File: config.mk
export PLATFORM = sky130hd
export DESIGN_NAME = fifo_stream_reader_flat
export DESIGN_NICKNAME = d
export VERILOG_FILES = /design/src/rtl/fifo_stream_reader_if.sv /design/src/rtl/fifo_stream_reader.sv /design/src/flat_wrapper.sv
export SDC_FILE = /design/constraint.sdc
export NUM_CORES = 1
export LEC_CHECK = 0
export ABC_AREA = 1
export CAP_MARGIN = 20
export CELL_PAD_IN_SITES_DETAIL_PLACEMENT = 0
export CELL_PAD_IN_SITES_GLOBAL_PLACEMENT = 1
export CORE_ASPECT_RATIO = 0.9
export CORE_MARGIN = 4
export CORE_UTILIZATION = 35
export DETAILED_ROUTE_END_ITERATION = 8
export GPL_TIMING_DRIVEN = 0
export PLACE_DENSITY = 0.74
export SYNTH_ARGS = -nofsm -noshare
export SYNTH_HDL_FRONTEND = slang
export SYNTH_SLANG_ARGS = --single-unit
File: constraint.sdc
create_clock -name clk -period 1.8 [get_ports clk]
set_clock_uncertainty 0.05 [all_clocks]
set_input_delay 0.36 -clock clk [delete_from_list [all_inputs] [get_ports clk]]
set_output_delay 0.36 -clock clk [all_outputs]
set_load 0.05 [all_outputs]
File: src/rtl/fifo_stream_reader_if.sv
// Handshake bundle between synchronous_fifo's read port, the reader and a stream sink.
// master = the reader; slave = whatever drives the FIFO side and consumes the stream.
interface fifo_stream_reader_if #(
    parameter int DATA_WIDTH = 8
);
    logic                  fifo_empty;
    logic [DATA_WIDTH-1:0] fifo_data;
    logic                  fifo_r_en;
    logic                  m_valid;
    logic                  m_ready;
    logic [DATA_WIDTH-1:0] m_data;

    modport master (
        input  fifo_empty, fifo_data, m_ready,
        output fifo_r_en, m_valid, m_data
    );

    modport slave (
        output fifo_empty, fifo_data, m_ready,
        input  fifo_r_en, m_valid, m_data
    );
endinterface

File: src/rtl/fifo_stream_reader.sv
// Drains a synchronous_fifo (one-cycle read latency) into a valid/ready stream through a
// circular skid buffer, so reads can run ahead of the consumer without ever overflowing.
module fifo_stream_reader #(
    parameter int DATA_WIDTH = 8,
    parameter int BUF_DEPTH  = 4
) (
    input  logic                        clk,
    input  logic                        rst_n,
    input  logic                        flush,
    fifo_stream_reader_if.master        bus,
    output logic [$clog2(BUF_DEPTH):0]  buf_count
);
    localparam int PTR_W = $clog2(BUF_DEPTH);
    localparam int CNT_W = PTR_W + 1;

    typedef logic [PTR_W-1:0] ptr_t;
    typedef logic [CNT_W-1:0] cnt_t;

    logic [DATA_WIDTH-1:0] mem [BUF_DEPTH];
    ptr_t                  wr_ptr;
    ptr_t                  rd_ptr;
    cnt_t                  count;
    logic                  inflight;
    cnt_t                  occ;
    logic                  capture;
    logic                  pop;

    // A word already requested from the FIFO still needs a slot, so it counts toward occupancy.
    assign occ           = count + cnt_t'(inflight);
    assign capture       = inflight && !flush;
    assign pop           = bus.m_valid && bus.m_ready && !flush;
    assign bus.fifo_r_en = !bus.fifo_empty && !flush && (occ < cnt_t'(BUF_DEPTH));
    assign bus.m_valid   = (count != '0);
    assign bus.m_data    = mem[rd_ptr];
    assign buf_count     = count;

    // NOTE: sequential state uses non-blocking assignments so every register samples pre-edge values.
    always_ff @(posedge clk or negedge rst_n) begin
        if (!rst_n) begin
            wr_ptr   <= '0;
            rd_ptr   <= '0;
            count    <= '0;
            inflight <= 1'b0;
        end else if (flush) begin
            count    <= '0;
            rd_ptr   <= wr_ptr;
            inflight <= 1'b0;
        end else begin
            inflight <= bus.fifo_r_en;
            if (capture) wr_ptr <= wr_ptr + 1'b1;
            if (pop)     rd_ptr <= rd_ptr + 1'b1;
            count <= count + cnt_t'(capture) - cnt_t'(pop);
        end
    end

    // NOTE: storage is not reset; m_valid derives from count, so stale entries are never visible.
    always_ff @(posedge clk) begin
        if (capture) mem[wr_ptr] <= bus.fifo_data;
    end
endmodule

File: src/flat_wrapper.sv
// flat-port wrapper written by rule: the top's interface ports become plain ports
module fifo_stream_reader_flat 
#(
    parameter int DATA_WIDTH = 8,
    parameter int BUF_DEPTH  = 4
)
  (clk, rst_n, flush, buf_count, bus_fifo_empty, bus_fifo_data, bus_m_ready, bus_fifo_r_en, bus_m_valid, bus_m_data);
  fifo_stream_reader_if #(.DATA_WIDTH(DATA_WIDTH)) bus_i ();
  input  logic clk;
  input  logic rst_n;
  input  logic flush;
  output logic [$clog2(BUF_DEPTH):0] buf_count;
  input wire logic [$bits(bus_i.fifo_empty)-1:0] bus_fifo_empty;
  input wire logic [$bits(bus_i.fifo_data)-1:0] bus_fifo_data;
  input wire logic [$bits(bus_i.m_ready)-1:0] bus_m_ready;
  output wire logic [$bits(bus_i.fifo_r_en)-1:0] bus_fifo_r_en;
  output wire logic [$bits(bus_i.m_valid)-1:0] bus_m_valid;
  output wire logic [$bits(bus_i.m_data)-1:0] bus_m_data;
  assign bus_i.fifo_empty = bus_fifo_empty;
  assign bus_i.fifo_data = bus_fifo_data;
  assign bus_i.m_ready = bus_m_ready;
  assign bus_fifo_r_en = bus_i.fifo_r_en;
  assign bus_m_valid = bus_i.m_valid;
  assign bus_m_data = bus_i.m_data;
  fifo_stream_reader #(.DATA_WIDTH(DATA_WIDTH), .BUF_DEPTH(BUF_DEPTH)) u_core (.clk(clk), .rst_n(rst_n), .flush(flush), .bus(bus_i), .buf_count(buf_count));
endmodule
# Word-level counts from Yosys, hierarchy flattened
# Memories as Yosys holds them, arrays and structs flattened.
# Cells that the tools add are included.
# totals
memories	1
reg_bits	8
out_inout_bits	13
mem_bits_ro	0
mem_bits_rw	32
latch_bits	0
inputBits	13
# memory_table
memory	depth	width	rd	rd_clocked_by_memory_dff	wr	line	source
u_core.mem	4	8	1	0	1	fifo_stream_reader.sv:19	logic [DATA_WIDTH-1:0] mem [BUF_DEPTH];
# op_classes
bitwise	1
eq_ne	0
order_cmp	1
n_reduce_logical	10
n_shift	0
n_mux	6
add_sub_neg	5
div	0
n_mul	0
# op_table
op	n
adder 3 x 1 -> 3 bit	2
logical AND 1 bit	5
adder 2 x 1 -> 2 bit (second input constant)	2
2-to-1 mux 2 bit	2
less-than comparator 3 bit (second input constant)	1
2-to-1 mux 1 bit	3
2-to-1 mux 3 bit	1
nonzero test 3 bit	1
subtractor 3 x 1 -> 3 bit	1
logical NOT 1 bit	2
AND reduction 2 bit	1
nonzero test 2 bit	1
NOT 1 bit	1

# Logic depth before layout (Yosys ltp)
# logic_depth
depth_word	5
depth_mapped	12

# Worst setup path after synthesis
# No wires, ideal clock.
# synth_path
kind	register -> register
start	reg u_core.count[1], in the netlist u_core.buf_count[1]
end	reg u_core.count[2], in the netlist u_core.buf_count[2]
arrival_time_ps	2384
required_ps	1633
stages_incl_launch_ff	12
setup_time_ps	117
n_path_buf	0
path_slack_ps	-751
period_less_slack_ps	2551
path_cell_list	dfrtp_1 nor2_1 nand2_1 nand2_2 nor2_1 ha_1 inv_1 ha_1 inv_1 fa_1 nor2_1 nor2_1
# synth_between
elab_chain_len	5
# synth_rtl
item	line	source
from (decl)	fifo_stream_reader.sv:22	cnt_t count;
from (signal assigned)	fifo_stream_reader.sv:52	count <= count + cnt_t'(capture) - cnt_t'(pop);
nonzero test 3 bit	fifo_stream_reader.sv:33	assign bus.m_valid = (count != '0);
named net bus_m_valid	flat_wrapper.sv:17	output wire logic [$bits(bus_i.m_valid)-1:0] bus_m_valid;
logical AND 1 bit (2 in series)	fifo_stream_reader.sv:31	assign pop = bus.m_valid && bus.m_ready && !flush;
subtractor 3 x 1 -> 3 bit	fifo_stream_reader.sv:52	
2-to-1 mux 3 bit	fifo_stream_reader.sv:44	end else if (flush) begin
# The timed path passes the listed nets, and every way through them passes these cells.
# A chain may end at the register's enable or synchronous reset.

# Worst setup path after layout
# layout_path
start	reg u_core.count[1], in the netlist u_core.buf_count[1]
end	reg u_core.count[1], in the netlist u_core.buf_count[1]
# layout_between
elab_chain_len	5
# layout_rtl
item	line
branches (longest 3 deep; another with adder 3 x 1 -> 3 bit)	n/a
subtractor 3 x 1 -> 3 bit *	fifo_stream_reader.sv:52
2-to-1 mux 3 bit *	fifo_stream_reader.sv:44
# Every way passes the cells marked *.

==> impl_metrics.env <==
export IMPL_status="finished, violations left"
export IMPL_violations="negative setup slack"
export IMPL_track_usage_pct=13.5
export IMPL_routabilityCongestion=0.758
export IMPL_yosys_warnings=0
export IMPL_grt_pass1_wl_um=5750
export IMPL_rows=23
export IMPL_synth_area_leader_cell="edfxtp_1"
export IMPL_vias=1182
export IMPL_syn_nets=166
export IMPL_dpl_cell_area_sq_um=2120
export IMPL_routedWlPerCell_um=15.2
export IMPL_grt_max_degree=13
export IMPL_report_final_slew_viol_count=0
export IMPL_rrSetupSlack_ns=-0.19
export IMPL_fin_tns_setup_ns=-0.380
export IMPL_fmax_ghz=0.502
export IMPL_worst_slew_pin_slew_ns=0.530
export IMPL_num_io_pins=26
export IMPL_syn_area_sq_um=1710
export IMPL_drtPass1Iterations=4
export IMPL_leakage_nw=0.976
export IMPL_drt_iter0_markers=62
export IMPL_final_nets=210
export IMPL_cts_tree="done"
export IMPL_synthesis_instances=146
export IMPL_p_per_area_nw_per_um2=1760
export IMPL_coreArea_sq_um=4580
export IMPL_dieArea_sq_um=6070
export IMPL_hold_violations=0
export IMPL_final_cells=253
export IMPL_die_w_um=81.7
export IMPL_r2r_end="u_core.buf_count[1]"
export IMPL_io_buffer_count=25
export IMPL_cts_htree_levels=2
export IMPL_hold_path_class="in2async"
export IMPL_endpoint_kind="register"
export IMPL_pwr_share_comb_pct=56.4
export IMPL_p_sw_mw=1.89
export IMPL_r2r_cells=10
export IMPL_hpwlAfterDp_um=2390
export IMPL_hold_buffers=0
export IMPL_start_util_pct=37.4
export IMPL_p_sw_share_pct=42.9
export IMPL_clk_insertion_delay_late_ns=0.29
export IMPL_reg2reg_from="u_core.buf_count[1]"
export IMPL_clk_pin_slew_ns=0.08
export IMPL_critPathLaunchType="register"
export IMPL_postRouteAntennaNets=0
export IMPL_ir_worst_vdd_v=0.000628
export IMPL_crit_type="reg2reg"
export IMPL_via_per_inst=4.67
export IMPL_ys_ff_latch=40
export IMPL_cts_sinks=40
export IMPL_grt_pass1_vias=1202
export IMPL_finalCritPeriodShare_pct=111
export IMPL_cts_root_buffer_cell="clkbuf_8"
export IMPL_arrival_ns=2.12
export IMPL_stdcell_area_sq_um=2490
export IMPL_area_growth_pct=45.8
export IMPL_n_antenna_cell=0
export IMPL_final_layout_size_suffix_gt1_share_pct=42.4
export IMPL_synth_top_area_share_pct=56.2
export IMPL_die_y_um=74.3
export IMPL_cts_buffers=5
export IMPL_clock_power_share_pct=16.3
export IMPL_antenna_found_initial=0
export IMPL_finalSetupViolations=4
export IMPL_maxCapViolations=0
export IMPL_overflow=0
export IMPL_dp_slack_ns=-0.781
export IMPL_crit_fanout=3
export IMPL_rsz0062_at_grt="yes"
export IMPL_cp_data_required_time_ns=1.93
export IMPL_seq_power_share_pct=27.4
export IMPL_setup_ws_ns=-0.193
export IMPL_synth_edf_count=32
export IMPL_drt_wl_total_um=3840
export IMPL_synthTopCellsByCount="edfxtp_1 (32), nor2_1 (28), nand2_1 (17)"
export IMPL_drc=0
export IMPL_synth_most_common_cell="edfxtp_1"
export IMPL_synth_distinct_cells=20
export IMPL_place_inst=233
export IMPL_ys_seq_area_share_pct=67.9
export IMPL_intPower_mw=2.51
export IMPL_syn_avg_cell_area_sq_um=11.7
export IMPL_synth_area_leaders="edfxtp_1 (56%), dfrtp_1 (12%), nor2_1 (6.1%), ha_1 (4.4%), o21ai_0 (4.1%)"
export IMPL_ys_flop_type="edfxtp_1"
export IMPL_synthArstFlopShare_pct=20.0
export IMPL_post_route_min_period_ns=1.99
export IMPL_clk_path_buf_depth=2
export IMPL_slew_headroom_pct=64.6
==> cell usage in the layout, fill, tap and decap left out, types with 2 or more instances in the layout <==
cell and count:
dfrtp_1 5, o21ai_2 3, o21ai_1 15, nor2_4 11
ha_1 5, buf_6 12, inv_1 10, nor2_1 5
dfrtp_2 3, clkinv_1 2, edfxtp_1 32, nor2_2 12
nand2_1 15, buf_4 11, dlygate4sd2_1 4, o22ai_2 8
clkbuf_8 5, nand2_4 3, nand3_1 4, clkdlybuf4s50_1 11
inv_2 5
==> power by group through the flow <==
stage               clock network, mW  registers, mW  logic (mW)
finish                          0.716           1.20        2.48
global route                    0.752           1.22        2.65
CTS                             0.727           1.19        2.16
detailed placement                  0           1.22        1.95
global placement                    0           1.21        1.91
floorplan                           0           1.29        1.29
==> how the worst max path moves through the flow <==
stage,start,slack [ns],cells past startpoint,to
6_report,u_core.buf_count[1],-0.19,10,u_core.buf_count[1]
5_1_grt,u_core.buf_count[1],-0.26,10,u_core.buf_count[1]
4_1_cts,u_core.buf_count[1],-0.18,12,u_core.buf_count[2]
3_5_place_dp,flush,-0.78,5,bus_fifo_r_en
3_3_place_gp,flush,-0.77,5,bus_fifo_r_en
2_1_floorplan,u_core.buf_count[2],-0.32,11,u_core.buf_count[2]
==> registers in the layout, summed over array words and instances (netlist names) <==
| register | count |
|---|---|
| u_core.wr_ptr | 2 |
| u_core.mem | 32 |
| u_core.inflight | 1 |
| u_core.rd_ptr | 2 |
| u_core.buf_count | 3 |
==> per-stage QoR <==
step,hold WS [ns],power (mW),util [%]
finish,0.297,4.40,54.5
global route,0.323,4.62,54.5
CTS,0.304,4.09,50.8
detailed placement,0.584,3.17,46.4
global placement,0.562,3.13,46.4
floorplan,0.0144,2.58,-
==> final cells by class <==
| class | instances | area [sq um] |
|---|---|---|
| Inverter | 15 | 56.3 |
| Sequential cell | 40 | 1160 |
| Tap cell | 62 | 77.6 |
| Fill cell | 379 | 2080 |
| Timing Repair Buffer | 37 | 369 |
| Multi-Input combinational cell | 87 | 666 |
| Clock buffer | 5 | 68.8 |
| Buffer | 4 | 53.8 |
| Clock inverter | 3 | 37.5 |
==> metal layers <==
metal | track usage [%] | vias to the layer above | routed length (um)
li1 | - | 589 | -
met4 | 8.12 | 0 | 55
met3 | 3.63 | 5 | 117
met5 | 0 | - | 0
met2 | 22.1 | 16 | 1970
met1 | 16.0 | 572 | 1700
==> logic make-up (layout without fill, tap and decap cells) <==
| kind of cell | after synthesis | in the layout | synth area share, % |
|---|---|---|---|
| and+or+nand+nor | 53 | 53 | 12.7 |
| DFF | 40 | 40 | 67.9 |
| AOI/OAI and AO/OA | 26 | 26 | 8.41 |
| buffers and inverters | 19 | 64 | 4.97 |
| adders and majority gates | 7 | 7 | 5.56 |
| xor gates and xnor gates | 1 | 1 | 0.512 |
==> repair_timing <==
action,in CTS,in global routing
gates resized for setup,84,48
cloned,0,2
setup buffers,7,3
setup endpoints to repair,47,19
pin swaps,1,11
==> worst max-delay path, cell delays in order (launching register included) <==
cell     delay (ns)
dfrtp_2        0.44
nor2_4         0.15
nand2_4        0.07
nand2_4        0.06
nor2_2         0.03
ha_1           0.27
inv_1          0.06
ha_2           0.16
inv_2          0.03
fa_2           0.50
nor2_1         0.04
No activity file was read; power rests on OpenSTA's default activity.
==> RTL edit 1 (same settings) <==
Register the output `buf_count` once more, with the module's reset; this adds one clock of latency there. The other outputs are not delayed to match.
--- a/src/rtl/fifo_stream_reader.sv
+++ b/src/rtl/fifo_stream_reader.sv
@@ -33,5 +33,11 @@
     assign bus.m_valid   = (count != '0);
     assign bus.m_data    = mem[rd_ptr];
-    assign buf_count     = count;
+    always_ff @(posedge clk or negedge rst_n) begin
+        if (!rst_n) begin
+            buf_count <= '0;
+        end else begin
+            buf_count <= count;
+        end
+    end
 
     // NOTE: sequential state uses non-blocking assignments so every register samples pre-edge values.
Function: changed (a bounded check fails within 4 cycles, from zero or initial values and one cycle with rst_n low).
==> RTL edit 1 against the unedited design <==
The flow still finishes with violations (setup timing); die area increased by 5.0%; area after synthesis is 5.6% higher; worst setup slack better by 0.022 ns; total power increased by 6.7%; core utilization down 0.61 points; final area is 6.4% higher; clock power increased by 4.1%; global-route usage decreased by 0.63 points; via count is 3.9% higher; sequential cell count up 3; wire length hardly changed; largest power group unchanged.
==> RTL edit 1: results <==
group,metric,value,unit
run_status,status,"complete, but fails checks",
run_status,violations,"setup timing",
yosys,syn_nets,169,
drt,drt_wl_total,3840,um
sta,fin_ws,-0.171,ns
placement,place_hpwl,2440,um
yosys,ys_types,19,
grt,grt_max_degree,15,
clock_tree,clk_pin_slew,0.08,ns
worst_setup_path,critical_path_class,"flip-flop to flip-flop",
worst_hold_path,hold_path.class,"input pin to asynchronous set/reset pin",
power_and_ir_drop,cellLeakagePower,1.05,nW
yosys,async_reset_ff_share,25.6,%
worst_setup_path,setup.worst_path.end,"u_core.count[1]",
grt,first_global_vias,1267,
cells_and_area,reg_top3,"u_core.mem x32, u_core.buf_count x3, u_core.count x3",
cells_and_area,diodes,0,
clock_tree,clockBufferDepth,2,
worst_setup_path,worstPathArrival,2.10,ns
grt,grt_usage,12.9,%
yosys,synth_edf_count,32,
clock_tree,root_buffer,"clkbuf_8",
sta,tns,-0.348,ns
power_and_ir_drop,ir_worst_vdd,0.000623,V
clock_tree,cts_resized,121,
sta,hold_violations,0,
worst_setup_path,crit_family,"adder cells",
power_and_ir_drop,comb-power,2.64,mW
yosys,syn_area_per_cell,12.1,um2
placement,gp_congestion,0.734,
drt,vias_per_cell,4.74,
placement,dp_cells,239,
worst_setup_path,cp_slowest_cell,"fa_2",
sta,holdWs,0.341,ns
cells_and_area,finalNetCount,213,
power_and_ir_drop,p_per_area,1770,mW/mm2
drt,dr.pass1.iters,4,
sta,tightest_slew,0.754,ns
power_and_ir_drop,netSwitchingFraction,42.3,%
worst_setup_path,crit_path_max_fanout,2,
clock_tree,cts_setup_buffers,8,
placement,placed_cell_area,0.00221,mm2
sta,final-setup-viol-count,4,
yosys,synthTopCellsByArea,"edfxtp_1, dfrtp_1, nor2_1, o21ai_0, ha_1",
power_and_ir_drop,power.clock.fraction,15.9,%
worst_setup_path,r2r_start,"u_core.count[2]",
yosys,synth_commonest_cells,"edfxtp_1, nor2_1, nand2_1, o21ai_0, inv_1",
yosys,ys_seq_area_share,68.5,%
cells_and_area,drive_above_1_share,47.4,%
drt,wl_per_cell,14.8,um
placement,dp_slack,-0.773,ns
grt,grt_pass1_wl,6410,um
worst_setup_path,critPathMaxStageDelay,0.52,ns
drt,drt_iter0_markers,82,
grt,antenna_found_initial,0,
[RTL edit 1: cell families (layout without fill, tap and decap cells)]
group                      Yosys count  in the layout  synth area share (%)
and+or+nand+nor                     53             53                  12.1
DFF                                 43             43                  68.5
AOI/OAI and AO/OA                   26             26                  8.18
xor gates and xnor gates             1              1                 0.485
buffers and inverters               19             64                  5.47
adders and majority gates            7              7                  5.27
[RTL edit 1: area by class of cell]
class | count | area (um2)
fillers | 423 | 2270
flip-flops and latches | 43 | 1240
multi-input cells | 87 | 702
repair buffers | 37 | 393
well taps | 65 | 81.3
clock buffers | 5 | 68.8
inverters | 15 | 63.8
plain buffers | 4 | 61.3
clock inverters | 3 | 43.8
[RTL edit 1: routing by layer]
layer	global-route usage [%]	share of wire [%]	vias to the layer above
met1	15.4	43	607
met5	0	0	-
met3	2.81	3.3	7
li1	-	-	598
met2	21.7	52	16
met4	6.75	2.1	0
==> RTL edit 2 (config.mk and constraints unchanged) <==
Without the edit above. `BUF_DEPTH` is set to 4 in 2 places; all go to 8.
--- a/src/rtl/fifo_stream_reader.sv
+++ b/src/rtl/fifo_stream_reader.sv
@@ -3,5 +3,5 @@
 module fifo_stream_reader #(
     parameter int DATA_WIDTH = 8,
-    parameter int BUF_DEPTH  = 4
+    parameter int BUF_DEPTH  = 8
 ) (
     input  logic                        clk,
--- a/src/flat_wrapper.sv
+++ b/src/flat_wrapper.sv
@@ -3,5 +3,5 @@
 #(
     parameter int DATA_WIDTH = 8,
-    parameter int BUF_DEPTH  = 4
+    parameter int BUF_DEPTH  = 8
 )
   (clk, rst_n, flush, buf_count, bus_fifo_empty, bus_fifo_data, bus_m_ready, bus_fifo_r_en, bus_m_valid, bus_m_data);
Interface: changed (resized buf_count); port bits go from 26 to 27. The function was not compared with the original's and may differ.
==> RTL edit 2 against the unedited design <==
The run still ends with setup timing left; worst setup slack got worse by 0.025 ns; largest cell class unchanged; cell count up 120%; total power increased by 83%; area after synthesis rose by 110%; sequential cell count increased by 35; final area up 90%; wire length up 110%; combinational power grew 58%.
==> RTL edit 2: results <==
group,metric,value,unit
drt,drt_wl_total,8000,um
clock_tree,numCtsBuffers,9,
yosys,synthAdderAreaFrac,3.36,%
worst_setup_path,r2r_slack,-0.21,ns
placement,dp_cells,527,
worst_setup_path,crit_path_max_fanout,10,
power_and_ir_drop,cellLeakagePower,2.20,nW
power_and_ir_drop,p_switching,3.10,mW
clock_tree,cts_setup_buffers,13,
drt,wl_per_cell,14.2,um
sta,fin_ws,-0.219,ns
grt,grt_pass1_wl,12400,um
clock_tree,clock_latency,0.33,ns
grt,first_global_vias,2420,
yosys,synthTopCellsByArea,"edfxtp_1, nand2_1, inv_1, dfrtp_1, nand3_1",
yosys,ys_types,23,
cells_and_area,largest_reg_flops,64,
run_status,violations,"setup timing",
power_and_ir_drop,ir_worst_vdd,0.000868,V
worst_setup_path,reg2regPathDepth,11,
grt,grt_usage,13.9,%
worst_setup_path,cp_slowest_cell,"dfrtp_1",
clock_tree,cts_resized,95,
cells_and_area,drive_above_1_share,23.6,%
sta,final-setup-viol-count,13,
clock_tree,root_buffer,"clkbuf_16",
yosys,synth_top_area_share,53.7,%
run_status,status,"complete, but fails checks",
drt,dr_wl_met3,254,um
placement,place_hpwl,4880,um
==> RTL edit 2: cell count changes in the layout (fill, tap and decap cells not counted), moves of 7 or more <==
cell / unedited run / this run
clkbuf_16: 1 / 10
edfxtp_1: 32 / 64
inv_1: 10 / 72
nand2_1: 15 / 124
nand2_2: 1 / 8
nand3_1: 4 / 32
nand3_2: 0 / 7
nor2_4: 11 / 0
o21ai_1: 15 / 0
o22ai_2: 8 / 0
==> RTL edit 2: through the flow <==
step	utilization, %	hold WS [ns]
after global routing	48.2	0.183
after global placement	41.1	0.504
final	48.2	0.187
after CTS	47.0	0.175
after detailed placement	41.1	0.524
after floorplan	-	0.0144
==> RTL edit 2: area by class of cell <==
class	count	area, um2
sequential	75	2200
inverter	82	330
fill	883	5090
multi-input combinational	207	1090
clock buffer	10	229
buffer	12	149
clock inverter	6	104
tap	126	158
timing repair buffer	45	474
